<file path="src/rtl/gmii_rx_deframer_if.sv">
// GMII receive inputs and the deframed byte stream produced by gmii_rx_deframer.
// master drives GMII and sinks the stream; slave is the deframer itself.
interface gmii_rx_deframer_if;
   logic [7:0] gmii_rxd_i;
   logic       gmii_rx_dv_i;
   logic       gmii_rx_er_i;
   logic [7:0] data_o;
   logic       valid_o;
   logic       sof_o;
   logic       eof_o;
   logic       err_o;
   logic       crc_ok_o;

   modport master (
      output gmii_rxd_i, gmii_rx_dv_i, gmii_rx_er_i,
      input  data_o, valid_o, sof_o, eof_o, err_o, crc_ok_o
   );

   modport slave (
      input  gmii_rxd_i, gmii_rx_dv_i, gmii_rx_er_i,
      output data_o, valid_o, sof_o, eof_o, err_o, crc_ok_o
   );
endinterface

</file>
<file path="src/rtl/gmii_rx_deframer.sv">
// GMII receive deframer: strips preamble/SFD, checks CRC-32 and length, and emits
// a byte stream with sof/eof/err markers through a one-byte hold buffer.
module gmii_rx_deframer #(
   parameter int unsigned MIN_PREAMBLE  = 1,
   parameter int unsigned MAX_FRAME_LEN = 1522,
   parameter int unsigned LEN_W         = 11
) (
   input logic               clk,
   input logic               rst,
   gmii_rx_deframer_if.slave bus
);

   localparam int unsigned      PRE_W       = $clog2(MIN_PREAMBLE + 1) + 1;
   localparam logic [PRE_W-1:0] PRE_MIN     = PRE_W'(MIN_PREAMBLE);
   localparam logic [LEN_W-1:0] LEN_MAX     = LEN_W'(MAX_FRAME_LEN);
   localparam logic [LEN_W-1:0] LEN_MIN     = LEN_W'(5);
   localparam logic [7:0]       PRE_BYTE    = 8'h55;
   localparam logic [7:0]       SFD_BYTE    = 8'hD5;
   localparam logic [31:0]      CRC_INIT    = 32'hFFFF_FFFF;
   localparam logic [31:0]      CRC_POLY_R  = 32'hEDB8_8320;
   localparam logic [31:0]      RESIDUE     = 32'hDEBB_20E3;
   localparam logic [31:0]      RESIDUE_INV = 32'h2144_DF1C;

   typedef enum logic [1:0] {IDLE, PREAMBLE, PAYLOAD, DROP} state_t;

   function automatic logic [31:0] crc32_byte(input logic [31:0] crc, input logic [7:0] b);
      logic [31:0] c;
      c = crc ^ {24'd0, b};
      for (int unsigned i = 0; i < 8; i++) begin
         c = c[0] ? ((c >> 1) ^ CRC_POLY_R) : (c >> 1);
      end
      return c;
   endfunction

   logic [7:0]       rxd_q;
   logic             dv_q;
   logic             er_q;

   state_t           state_q,    state_d;
   logic [PRE_W-1:0] pre_q,      pre_d;
   logic [7:0]       hold_q,     hold_d;
   logic             hold_vld_q, hold_vld_d;
   logic             sof_done_q, sof_done_d;
   logic [LEN_W-1:0] cnt_q,      cnt_d;
   logic [31:0]      crc_q,      crc_d;
   logic             er_seen_q,  er_seen_d;

   logic [7:0]       data_q,     data_d;
   logic             valid_q,    valid_d;
   logic             sof_q,      sof_d;
   logic             eof_q,      eof_d;
   logic             err_q,      err_d;
   logic             crc_ok_q,   crc_ok_d;

   logic             crc_match;

   assign crc_match = (crc_q == RESIDUE) || (crc_q == RESIDUE_INV);

   always_comb begin
      state_d    = state_q;
      pre_d      = pre_q;
      hold_d     = hold_q;
      hold_vld_d = hold_vld_q;
      sof_done_d = sof_done_q;
      cnt_d      = cnt_q;
      crc_d      = crc_q;
      er_seen_d  = er_seen_q;
      data_d     = data_q;
      valid_d    = 1'b0;
      sof_d      = 1'b0;
      eof_d      = 1'b0;
      err_d      = 1'b0;
      crc_ok_d   = 1'b0;

      unique case (state_q)
         IDLE: begin
            if (dv_q) begin
               if (rxd_q == PRE_BYTE) begin
                  state_d = PREAMBLE;
                  pre_d   = PRE_W'(1);
               end else begin
                  state_d = DROP;
               end
            end
         end

         PREAMBLE: begin
            if (!dv_q) begin
               state_d = IDLE;
            end else if (rxd_q == PRE_BYTE) begin
               if (pre_q != '1) pre_d = pre_q + 1'b1;
            end else if (rxd_q == SFD_BYTE && pre_q >= PRE_MIN) begin
               state_d    = PAYLOAD;
               crc_d      = CRC_INIT;
               cnt_d      = '0;
               er_seen_d  = 1'b0;
               hold_vld_d = 1'b0;
               sof_done_d = 1'b0;
            end else begin
               state_d = DROP;
            end
         end

         PAYLOAD: begin
            if (dv_q && cnt_q == LEN_MAX) begin
               // Overlong: the held byte closes the frame as an error; the rest of the burst is discarded.
               valid_d    = hold_vld_q;
               data_d     = hold_q;
               sof_d      = hold_vld_q && !sof_done_q;
               eof_d      = hold_vld_q;
               err_d      = hold_vld_q;
               hold_vld_d = 1'b0;
               state_d    = DROP;
            end else if (dv_q) begin
               hold_d     = rxd_q;
               hold_vld_d = 1'b1;
               cnt_d      = cnt_q + 1'b1;
               crc_d      = crc32_byte(crc_q, rxd_q);
               if (er_q) er_seen_d = 1'b1;
               if (hold_vld_q) begin
                  valid_d    = 1'b1;
                  data_d     = hold_q;
                  sof_d      = !sof_done_q;
                  sof_done_d = 1'b1;
               end
            end else begin
               state_d    = IDLE;
               hold_vld_d = 1'b0;
               if (hold_vld_q) begin
                  valid_d    = 1'b1;
                  data_d     = hold_q;
                  sof_d      = !sof_done_q;
                  eof_d      = 1'b1;
                  err_d      = er_seen_q || (cnt_q < LEN_MIN);
                  crc_ok_d   = crc_match;
                  sof_done_d = 1'b1;
               end
            end
         end

         DROP: begin
            if (!dv_q) state_d = IDLE;
         end

         default: state_d = IDLE;
      endcase
   end

   always_ff @(posedge clk) begin
      if (rst) begin
         rxd_q      <= '0;
         dv_q       <= 1'b0;
         er_q       <= 1'b0;
         state_q    <= IDLE;
         pre_q      <= '0;
         hold_q     <= '0;
         hold_vld_q <= 1'b0;
         sof_done_q <= 1'b0;
         cnt_q      <= '0;
         crc_q      <= '0;
         er_seen_q  <= 1'b0;
         data_q     <= '0;
         valid_q    <= 1'b0;
         sof_q      <= 1'b0;
         eof_q      <= 1'b0;
         err_q      <= 1'b0;
         crc_ok_q   <= 1'b0;
      end else begin
         rxd_q      <= bus.gmii_rxd_i;
         dv_q       <= bus.gmii_rx_dv_i;
         er_q       <= bus.gmii_rx_er_i;
         state_q    <= state_d;
         pre_q      <= pre_d;
         hold_q     <= hold_d;
         hold_vld_q <= hold_vld_d;
         sof_done_q <= sof_done_d;
         cnt_q      <= cnt_d;
         crc_q      <= crc_d;
         er_seen_q  <= er_seen_d;
         data_q     <= data_d;
         valid_q    <= valid_d;
         sof_q      <= sof_d;
         eof_q      <= eof_d;
         err_q      <= err_d;
         crc_ok_q   <= crc_ok_d;
      end
   end

   assign bus.data_o   = data_q;
   assign bus.valid_o  = valid_q;
   assign bus.sof_o    = sof_q;
   assign bus.eof_o    = eof_q;
   assign bus.err_o    = err_q;
   assign bus.crc_ok_o = crc_ok_q;

endmodule

</file>
<file path="src/flat_wrapper.sv">
// flat-port wrapper written by rule: the top's interface ports become plain ports
module gmii_rx_deframer_flat 
#(
   parameter int unsigned MIN_PREAMBLE  = 1,
   parameter int unsigned MAX_FRAME_LEN = 1522,
   parameter int unsigned LEN_W         = 11
)
  (clk, rst, bus_gmii_rxd_i, bus_gmii_rx_dv_i, bus_gmii_rx_er_i, bus_data_o, bus_valid_o, bus_sof_o, bus_eof_o, bus_err_o, bus_crc_ok_o);
  gmii_rx_deframer_if bus_i ();
  input logic clk;
  input logic rst;
  input wire logic [$bits(bus_i.gmii_rxd_i)-1:0] bus_gmii_rxd_i;
  input wire logic [$bits(bus_i.gmii_rx_dv_i)-1:0] bus_gmii_rx_dv_i;
  input wire logic [$bits(bus_i.gmii_rx_er_i)-1:0] bus_gmii_rx_er_i;
  output wire logic [$bits(bus_i.data_o)-1:0] bus_data_o;
  output wire logic [$bits(bus_i.valid_o)-1:0] bus_valid_o;
  output wire logic [$bits(bus_i.sof_o)-1:0] bus_sof_o;
  output wire logic [$bits(bus_i.eof_o)-1:0] bus_eof_o;
  output wire logic [$bits(bus_i.err_o)-1:0] bus_err_o;
  output wire logic [$bits(bus_i.crc_ok_o)-1:0] bus_crc_ok_o;
  assign bus_i.gmii_rxd_i = bus_gmii_rxd_i;
  assign bus_i.gmii_rx_dv_i = bus_gmii_rx_dv_i;
  assign bus_i.gmii_rx_er_i = bus_gmii_rx_er_i;
  assign bus_data_o = bus_i.data_o;
  assign bus_valid_o = bus_i.valid_o;
  assign bus_sof_o = bus_i.sof_o;
  assign bus_eof_o = bus_i.eof_o;
  assign bus_err_o = bus_i.err_o;
  assign bus_crc_ok_o = bus_i.crc_ok_o;
  gmii_rx_deframer #(.MIN_PREAMBLE(MIN_PREAMBLE), .MAX_FRAME_LEN(MAX_FRAME_LEN), .LEN_W(LEN_W)) u_core (.clk(clk), .rst(rst), .bus(bus_i));
endmodule
</file>
<file path="config.mk">
export PLATFORM = sky130hd
export DESIGN_NAME = gmii_rx_deframer_flat
export DESIGN_NICKNAME = d
export VERILOG_FILES = /design/src/rtl/gmii_rx_deframer_if.sv /design/src/rtl/gmii_rx_deframer.sv /design/src/flat_wrapper.sv
export SDC_FILE = /design/constraint.sdc
export NUM_CORES = 1
export LEC_CHECK = 0
export ABC_AREA = 1
export ABC_CLOCK_PERIOD_IN_PS = 2050
export CORE_ASPECT_RATIO = 1.2
export CORE_UTILIZATION = 30
export DETAILED_ROUTE_END_ITERATION = 16
export PLACE_DENSITY = 0.53
export SLEW_MARGIN = 20
export SYNTH_ARGS = -nofsm -noshare
export SYNTH_HDL_FRONTEND = slang
export SYNTH_SLANG_ARGS = --single-unit
</file>
<file path="constraint.sdc">
create_clock -name clk -period 2.05 [get_ports clk]
set_input_delay 0.41 -clock clk [delete_from_list [all_inputs] [get_ports clk]]
set_output_delay 0.41 -clock clk [all_outputs]
set_load 0.005 [all_outputs]
</file>
# Yosys cells after proc, flatten, opt, wreduce, memory -nomap -nowiden
# Cells that the tools add are included.
# word_totals
ff_bits	81
input_bits	12
output_inout_bits	13
elab_cells	132
# op_classes
addsub	2
order_cmp	2
n_eq_ne	21
muxes	58
n_bitwise	12
n_reduce_logical	20
# op_table
cell	count
32-bit two-way mux	13
13-bit inverter with 14-bit output	8
32-bit case mux with 2 select lines	1
11-bit two-way mux	5
32-bit by 30-bit equality test with 1-bit output, second input constant	1
32-bit equality test, second input constant	1
32-bit by 8-bit bitwise XOR with 32-bit output	1
2-bit two-way mux	11
11-bit case mux with 2 select lines	1
1-bit two-way mux	20
2-bit by 1-bit inequality test with 1-bit output, second input constant	9
6-bit AND reduction	3
8-bit two-way mux	2
11-bit by 1-bit adder with 11-bit output, second input constant	1
11-bit equality test, second input constant	1
11-bit by 3-bit < comparator with 1-bit output, second input constant	1
8-bit by 7-bit equality test with 1-bit output, second input constant	1
8-bit equality test, second input constant	1
2-bit case mux with 4 select lines	1
7-bit AND reduction	1
2-bit inequality test, second input constant	3
1-bit case mux with 2 select lines	3
2-bit nonzero test	3
5-bit OR reduction	1
15 further kinds	22

# Logic depth before layout (Yosys ltp)
# Gate-level depths: netlist of run 1.
# logic_depth
word_depth	20
mapped_depth	13
ltp_nobuf	13

# Least setup slack after synthesis of run 1
# Ideal clock, no wire load.
# synth_path
path_type	reg2reg
startpoint	register u_core.state_q[1]
endpoint	register u_core.crc_q[8]
setup_ns	0.128
t_arrival_ns	1.587
t_required_ns	1.922
slack_ns	0.336
path_stages_with_launch	13
path_buffers	2
synth_period_minus_slack_ns	1.714
cell_sequence	dfxtp_1 inv_1 ha_1 buf_2 nand2_1 nand2_1 inv_1 nand2_4 nor2_4 buf_6 nand3_1 o21ai_0 nor2_1
# synth_via
elab_chain_len	3
elab_cells_between_ends	10
classes_between	7 x eq/ne; 1 x mux; 2 x reduce/logical
# synth_lines
item	line_no	rtl
start, declared	gmii_rx_deframer.sv:39	state_t state_q, state_d;
start signal, assigned	gmii_rx_deframer.sv:172	state_q <= state_d;
2-bit equality test / 2-bit by 1-bit equality test with 1-bit output (equally long branches)	gmii_rx_deframer.sv:75	unique case (state_q)
2-bit by 1-bit inequality test with 1-bit output (no line), or another cell as far along	--	
6-bit AND reduction (no line)	--	
end signal, assigned	gmii_rx_deframer.sv:178	crc_q <= crc_d;
end, declared	gmii_rx_deframer.sv:45	logic [31:0] crc_q, crc_d;
# Parallel ways exist; a longest one is shown, timed or not.
# A chain may end at the register's enable or synchronous reset.

# Worst setup path after layout of run 1
# layout_path
startpoint	register u_core.state_q[1]
endpoint	register u_core.cnt_q[8]
# layout_via
elab_chain_len	3
elab_cells_between_ends	10
classes_between	7 x eq/ne; 1 x mux; 2 x reduce/logical
# layout_lines
item	line_no	rtl
2-bit equality test / 2-bit by 1-bit equality test with 1-bit output (equally long branches)	gmii_rx_deframer.sv:75	
2-bit by 1-bit inequality test with 1-bit output (no line), or another cell as far along	--	
6-bit AND reduction (no line)	--	
end signal, assigned	gmii_rx_deframer.sv:177	cnt_q <= cnt_d;
end, declared	gmii_rx_deframer.sv:44	logic [LEN_W-1:0] cnt_q, cnt_d;
# Parallel ways exist; a longest one is shown, timed or not.

==> impl_metrics.csv, run 1 <==
group,metric,value,unit
status,run_status,"completed",
final_layout,instances_no_fill,960,
worst_setup_path,criticalPathCategory,"flip-flop to flip-flop",
yosys,ys_seq_area_share,35.32,%
sta,clock_skew,0.005199,ns
global_routing,grt_use_total,17.71,%
global_routing,grt_pass1_wl,21.19,mm
sta,rsz0062_at_grt,"false",
clock_network,tritoncts,"done",
detailed_routing,antenna_left,0,
detailed_routing,drtPass1Iterations,5,
floorplan,die_w,114.9,um
worst_hold_path,hold_class,"flip-flop to flip-flop",
worst_setup_path,critical_path.endpoint_type,"flip-flop",
sta,slew_headroom,69.18,%
placement,place_area,5189,um^2
clock_network,clk_latency,0.34,ns
detailed_routing,viasPerCell,4.651,
final_layout,final_nets,772,
clock_network,h-tree-depth,3,
sta,slew_violations,0,
worst_setup_path,cp.required,2.28,ns
power,worst_ir_drop_vdd,460.4,uV
worst_setup_path,arrival,2.11,ns
worst_setup_path,cp_max_fo,36,
power,leakagePower,2.417,nW
placement,dpl.hpwl,10.04,mm
floorplan,initial_core_util,30.69,%
placement,gp_congestion,0.9246,
detailed_routing,drcViolationCount,0,
clock_network,cts_made_buffers,9,
floorplan,dieHeight,137.5,um
placement,dp_cells,944,
detailed_routing,wl_per_cell,13.53,um
final_layout,antenna_cells,0,
worst_setup_path,critPathLaunchType,"flip-flop",
sta,fin_setup_tns,0,ns
clock_network,ctsHoldBuffers,0,
sta,fin_crit,1.878,ns
floorplan,dieArea,15800,um^2
detailed_routing,drtIter0Drc,256,
yosys,synth_cell_types,34,
clock_network,clk_root_buffer_cell,"clkbuf_16",
clock_network,cts_setup_buffers,0,
sta,fmax,532.5,MHz
sta,setup_viol,0,
floorplan,core.rowCount,49,
final_layout,drive_gt1_share,8.862,%
global_routing,antenna_found_initial,0,
yosys,synth_nets,730,
placement,numPortBuffers,24,
power,power_density,1234,nW/um^2
global_routing,grt_max_degree,37,
global_routing,grt_remaining_overflow,0,
power,power,6.805,mW
yosys,yosysWarnings,0,
global_routing,grt_pass1_vias,4291,
yosys,synth-seq-cells,81,
run,cap_viol_max_count,0,
final_layout,fin_util,36.87,%
final_layout,area_growth,20.14,%
yosys,syn-cell-area,4591,um^2
clock_network,cts_resized,0,
worst_setup_path,reg2reg_slack,0.17,ns
detailed_routing,wirelength,12.99,mm
clock_network,clk_pin_slew_worst_paths,0.06,ns
yosys,synth.avg_cell_area,6.475,um^2
floorplan,io_pins,25,
sta,finalCritPeriodShare,91.60,%
sta,tightest_slew,0.4581,ns
sta,hold_viol_final,0,
final_layout,final_area,5515,um^2
detailed_routing,vias,4465,
yosys,synthCells,709,
floorplan,core,14960,um^2
clock_network,cts_buffer_depth,2,
clock_network,clock_sinks,81,
critical path, stage by stage (launching register included):
cell and delay [ns]:
dfxtp_1 0.37, inv_1 0.12, ha_1 0.26, nand2_1 0.08
nand2_1 0.07, inv_1 0.10, nand2_4 0.09, nor2_4 0.13
buf_12 0.20, nand2_2 0.09, o21ai_0 0.18, nor2_1 0.07
path summary, 6_finish.rpt:
path                                         from               end  cells past startpoint
worst min register to register  u_core.sof_done_q  u_core.bus.sof_o                      1
worst max register to register  u_core.state_q[1]   u_core.cnt_q[8]                     11
worst min-delay path            u_core.sof_done_q  u_core.bus.sof_o                      1
worst max-delay path            u_core.state_q[1]   u_core.cnt_q[8]                     11
per-layer routing:
layer	wire, um	part of all wire, %	GRT usage [%]	up-vias
li1	-	-	-	2348
met1	5734	44	20.78	1999
met2	6332	49	31.12	94
met3	523	4.0	3.168	24
met4	395	3.0	8.297	0
met5	0	0	0	-
through the flow:
stage	worst slack (ns)	hold WS, ns
floorplan	0.3357	0.3922
global placement	0.2074	0.4255
detailed placement	0.1866	0.4206
CTS	0.1842	0.4306
global route	0.01923	0.4468
finish	0.1721	0.4198
cell usage after synthesis:
cell type  instances  area (um^2)
buf_4              1        7.510
clkbuf_1           6        22.52
nor2_2             1        6.260
buf_2              6        30.03
ha_1               9        112.6
clkinv_1           1        3.750
o21ai_2            1        8.760
a21oi_2            1        8.760
nor2_4             2        22.52
inv_1             84        315.3
o21ai_1           11        55.05
or2_2              6        37.54
buf_1              3        11.26
inv_2              3        11.26
o21ai_0           37        185.2
a21oi_1           41        205.2
nand3_1           51        255.2
dfxtp_1           81         1622
nor2_1            79        296.5
a211oi_1           2        15.01
nand2_2            8        50.05
nor3_1             4        20.02
o211ai_1           2        15.01
or2_1              2        12.51
nand2_1          201        754.5
nand3_2            2        20.02
nand2_4            1        11.26
a31oi_1           10        62.56
buf_6              3        33.78
nand4_1           16        100.1
nor4_1             7        43.79
xnor2_1            6        52.55
xor2_1            20        175.2
a21boi_0           1        7.510
sequential cells by signal, indices dropped and copies added, names as in the netlist:
name and cells:
u_core.bus.crc_ok_o 1, u_core.bus.data_o 8, u_core.bus.eof_o 1, u_core.bus.err_o 1
u_core.bus.sof_o 1, u_core.bus.valid_o 1, u_core.cnt_q 11, u_core.crc_q 32
u_core.dv_q 1, u_core.er_q 1, u_core.er_seen_q 1, u_core.hold_q 8
u_core.hold_vld_q 1, u_core.pre_q 2, u_core.rxd_q 8, u_core.sof_done_q 1
u_core.state_q 2
area by class of cell:
cell class	instances	area, um^2
multi-input cells	521	2546
fillers	1658	9444
well taps	204	255.2
inverters	88	330.3
repair buffers	50	447.9
flip-flops and latches	81	1623
clock buffers	12	236.5
clock inverters	4	76.32
power breakdown:
group	internal, mW	switching [mW]
sequential	1.85	0.333
clock	1.07	0.657
combinational	1.03	1.86
total	3.96	2.85
cell usage in the layout (no fill, tap or decap), types with 3 or more instances in the layout:
master / instances
ha_1: 8
nor2_1: 78
inv_2: 3
clkdlybuf4s50_1: 24
o21ai_0: 37
buf_4: 25
nor3_1: 4
nand2_1: 201
xnor2_1: 6
a21oi_1: 41
nor4_1: 7
o21ai_1: 11
nand3_1: 51
or2_2: 6
nand2_2: 8
a31oi_1: 10
clkbuf_1: 3
dfxtp_1: 80
xor2_1: 20
clkbuf_16: 9
nand4_1: 16
inv_1: 84
cells by family after synthesis:
group / count (synthesis) / synth area share (%)
AO/OA/AOI/OAI: 106 / 12.26
XOR/XNOR: 26 / 4.961
adder cells (fa/ha/maj): 9 / 2.453
AND/OR/NAND/NOR: 380 / 35.51
buffers and inverters: 107 / 9.485
flip-flops: 81 / 35.32
No activity file was read; power rests on OpenSTA's default activity.
==> run 2, diff against run 1 <==
CORE_ASPECT_RATIO = 0.6   (was 1.2)
==> run 2 against run 1 <==
  * Largest power group unchanged
  * First-iteration DRC count increased by 48%
  * Cell count decreased by 0.31%
  * Global-route usage increased by 0.12 points
  * Register-to-register slack about the same
  * Die area about the same
  * Clock power about the same
  * Largest cell class unchanged
  * Clock-buffer cell count decreased by 3
  * Via count decreased by 0.13%
  * Critical path depth increased by 1
==> impl_metrics.csv, run 2 (synthesis gave the netlist of run 1 again) <==
group,metric,value,unit
placement,dpl.hpwl,10.25,mm
global_routing,grt_pass1_wl,22.01,mm
worst_setup_path,r2r_start,"u_core.cnt_q[0]",
worst_setup_path,reg2reg_depth,12,
final_layout,final_nets,775,
global_routing,grt_max_degree,34,
worst_setup_path,critPathLaunchType,"flip-flop",
final_layout,area_growth,21.23,%
clock_network,cts_buffer_depth,2,
worst_setup_path,arrival,2.15,ns
power,p_seq_share,31.0,%
worst_setup_path,criticalPathCategory,"flip-flop to flip-flop",
sta,slew_violations,0,
sta,rsz0062_at_grt,"false",
worst_hold_path,holdPathEnd,"u_core.bus.sof_o",
power,power_density,1247,nW/um^2
final_layout,drive_gt1_share,9.618,%
final_layout,antenna_cells,0,
detailed_routing,wirelength,13.39,mm
detailed_routing,wl_per_cell,13.99,um
global_routing,globalRoute.busiestLayer,"met1",
power,combPwrFrac,44.3,%
power,intPower,3.943,mW
power,p_clk_share,24.7,%
clock_network,cts_made_buffers,9,
floorplan,io_pins,25,
detailed_routing,vias,4459,
final_layout,layout_common_cells,"nand2_1, inv_1, dfxtp_1",
final_layout,largest_register,"u_core.crc_q",
worst_hold_path,hold_class,"flip-flop to flip-flop",
detailed_routing,drtIter0Drc,380,
worst_setup_path,cp_max_fo,9,
worst_setup_path,reg2reg_slack,0.17,ns
floorplan,dieHeight,97.82,um
final_layout,largest_reg_flops,32,
worst_setup_path,cp.required,2.32,ns
floorplan,dieArea,15820,um^2
power,worst_ir_drop_vdd,445.9,uV
global_routing,antenna_found_initial,0,
final_layout,mostFrequentLayoutCell,"nand2_1",
clock_network,h-tree-depth,3,
sta,hold_viol_final,0,
status,run_status,"completed",
detailed_routing,antenna_left,0,
placement,numPortBuffers,24,
final_layout,num-fill-cells,1583,
detailed_routing,viasPerCell,4.659,
clock_network,clk_latency,0.34,ns
clock_network,ctsHoldBuffers,0,
worst_hold_path,hold_depth,1,
floorplan,core,14720,um^2
worst_setup_path,startpoint,"u_core.cnt_q[0]",
sta,tightest_slew,0.3734,ns
detailed_routing,drtPass1Iterations,5,
final_layout,reg_top3,"u_core.crc_q: 32 flops, u_core.cnt_q: 11 flops",
power,p_switching,2.999,mW
sta,fin_crit,1.878,ns
placement,gp_congestion,0.9061,
global_routing,grt_util_met2,22.28,%
worst_hold_path,hp-start,"u_core.sof_done_q",
sta,slew_headroom,75.04,%
detailed_routing,drcViolationCount,0,
floorplan,die_w,161.7,um
global_routing,grt_use_total,17.83,%
power,switching_share,43.20,%
floorplan,core.rowCount,34,
clock_network,clock_sinks,81,
run,cap_viol_max_count,0,
power,power,6.942,mW
sta,fin_setup_tns,0,ns
worst_setup_path,critical_path.endpoint_type,"flip-flop",
sta,clock_skew,0.008247,ns
global_routing,grt_remaining_overflow,0,
clock_network,tritoncts,"done",
worst_setup_path,rr_endpoint,"u_core.cnt_q[1]",
global_routing,met3_usage,3.101,%
floorplan,initial_core_util,31.19,%
sta,fmax,532.5,MHz
clock_network,clk_root_buffer_cell,"clkbuf_16",
sta,setup_viol,0,
sta,finalCritPeriodShare,91.61,%
global_routing,grtUsageMet1,29.75,%
clock_network,clk_pin_slew_worst_paths,0.07,ns
global_routing,grt_pass1_vias,4016,
power,leakagePower,2.447,nW
run 2: changes by cell type in the layout (fill, tap and decap cells not counted), sizes merged:
| cell | previous run | this run |
|---|---|---|
| clkbuf | 12 | 9 |
| clkinv | 1 | 3 |
| buf | 26 | 29 |
| inv | 88 | 90 |
| bufinv | 2 | 1 |
run 2: worst max path at each step:
stage	end	slack (ns)
3_5_place_dp	u_core.bus.data_o[0]	0.07
6_report	u_core.cnt_q[1]	0.17
3_3_place_gp	u_core.bus.data_o[1]	0.13
2_1_floorplan	u_core.crc_q[8]	0.34
5_1_grt	u_core.cnt_q[9]	0.03
4_1_cts	u_core.bus.data_o[0]	0.07
run 2: routing by layer:
metal  vias up  share of wire [%]
met4         0               0.69
met1      1970                 58
li1       2357                  -
met3        10                5.8
met2       122                 36
met5         -                  0
run 2: area by class of cell:
class	instances	area, um^2	share of cell area (%)
multi-input combinational	521	2546	45.75
sequential	81	1622	29.14
timing repair buffer	53	508.0	9.128
inverter	88	330.3	5.935
tap	198	247.7	4.451
clock buffer	9	225.2	4.047
clock inverter	7	86.33	1.551
run 2: metrics by stage:
step	cells	setup slack [ns]	instance area, um^2	hold slack [ns]	util, %
floorplan	709	0.3357	4591	0.3922	-
global placement	941	0.1282	5241	0.4167	35.61
detailed placement	941	0.06981	5241	0.4176	35.61
CTS	957	0.07034	5553	0.4230	37.73
global route	957	0.02555	5565	0.4386	37.81
finish	957	0.1719	5565	0.4209	37.81
run 2: worst max-delay path: stages, from the launching register on:
cell and delay (ns):
dfxtp_1 0.37, inv_1 0.09, ha_1 0.19, nand2_1 0.06, inv_1 0.04, nand3_2 0.10
nand2_1 0.08, inv_1 0.08, nand2_2 0.16, nor2_4 0.17, inv_2 0.13, or2_1 0.22
a21oi_1 0.11
run 2: what timing repair did:
item                                    4_1_cts  5_1_grt
endpoints found under the setup margin        0       10
buffers inserted                              0        0
gates resized for setup                       0        3
run 2: power groups by stage:
stage               clock [mW]  combinational, mW  sequential [mW]
finish                    1.71               3.07             2.16
global route              1.82               3.47             2.19
CTS                       1.75               3.02             2.15
detailed placement           0               3.00             2.18
global placement             0               3.02             2.19
floorplan                    0               2.16             2.08
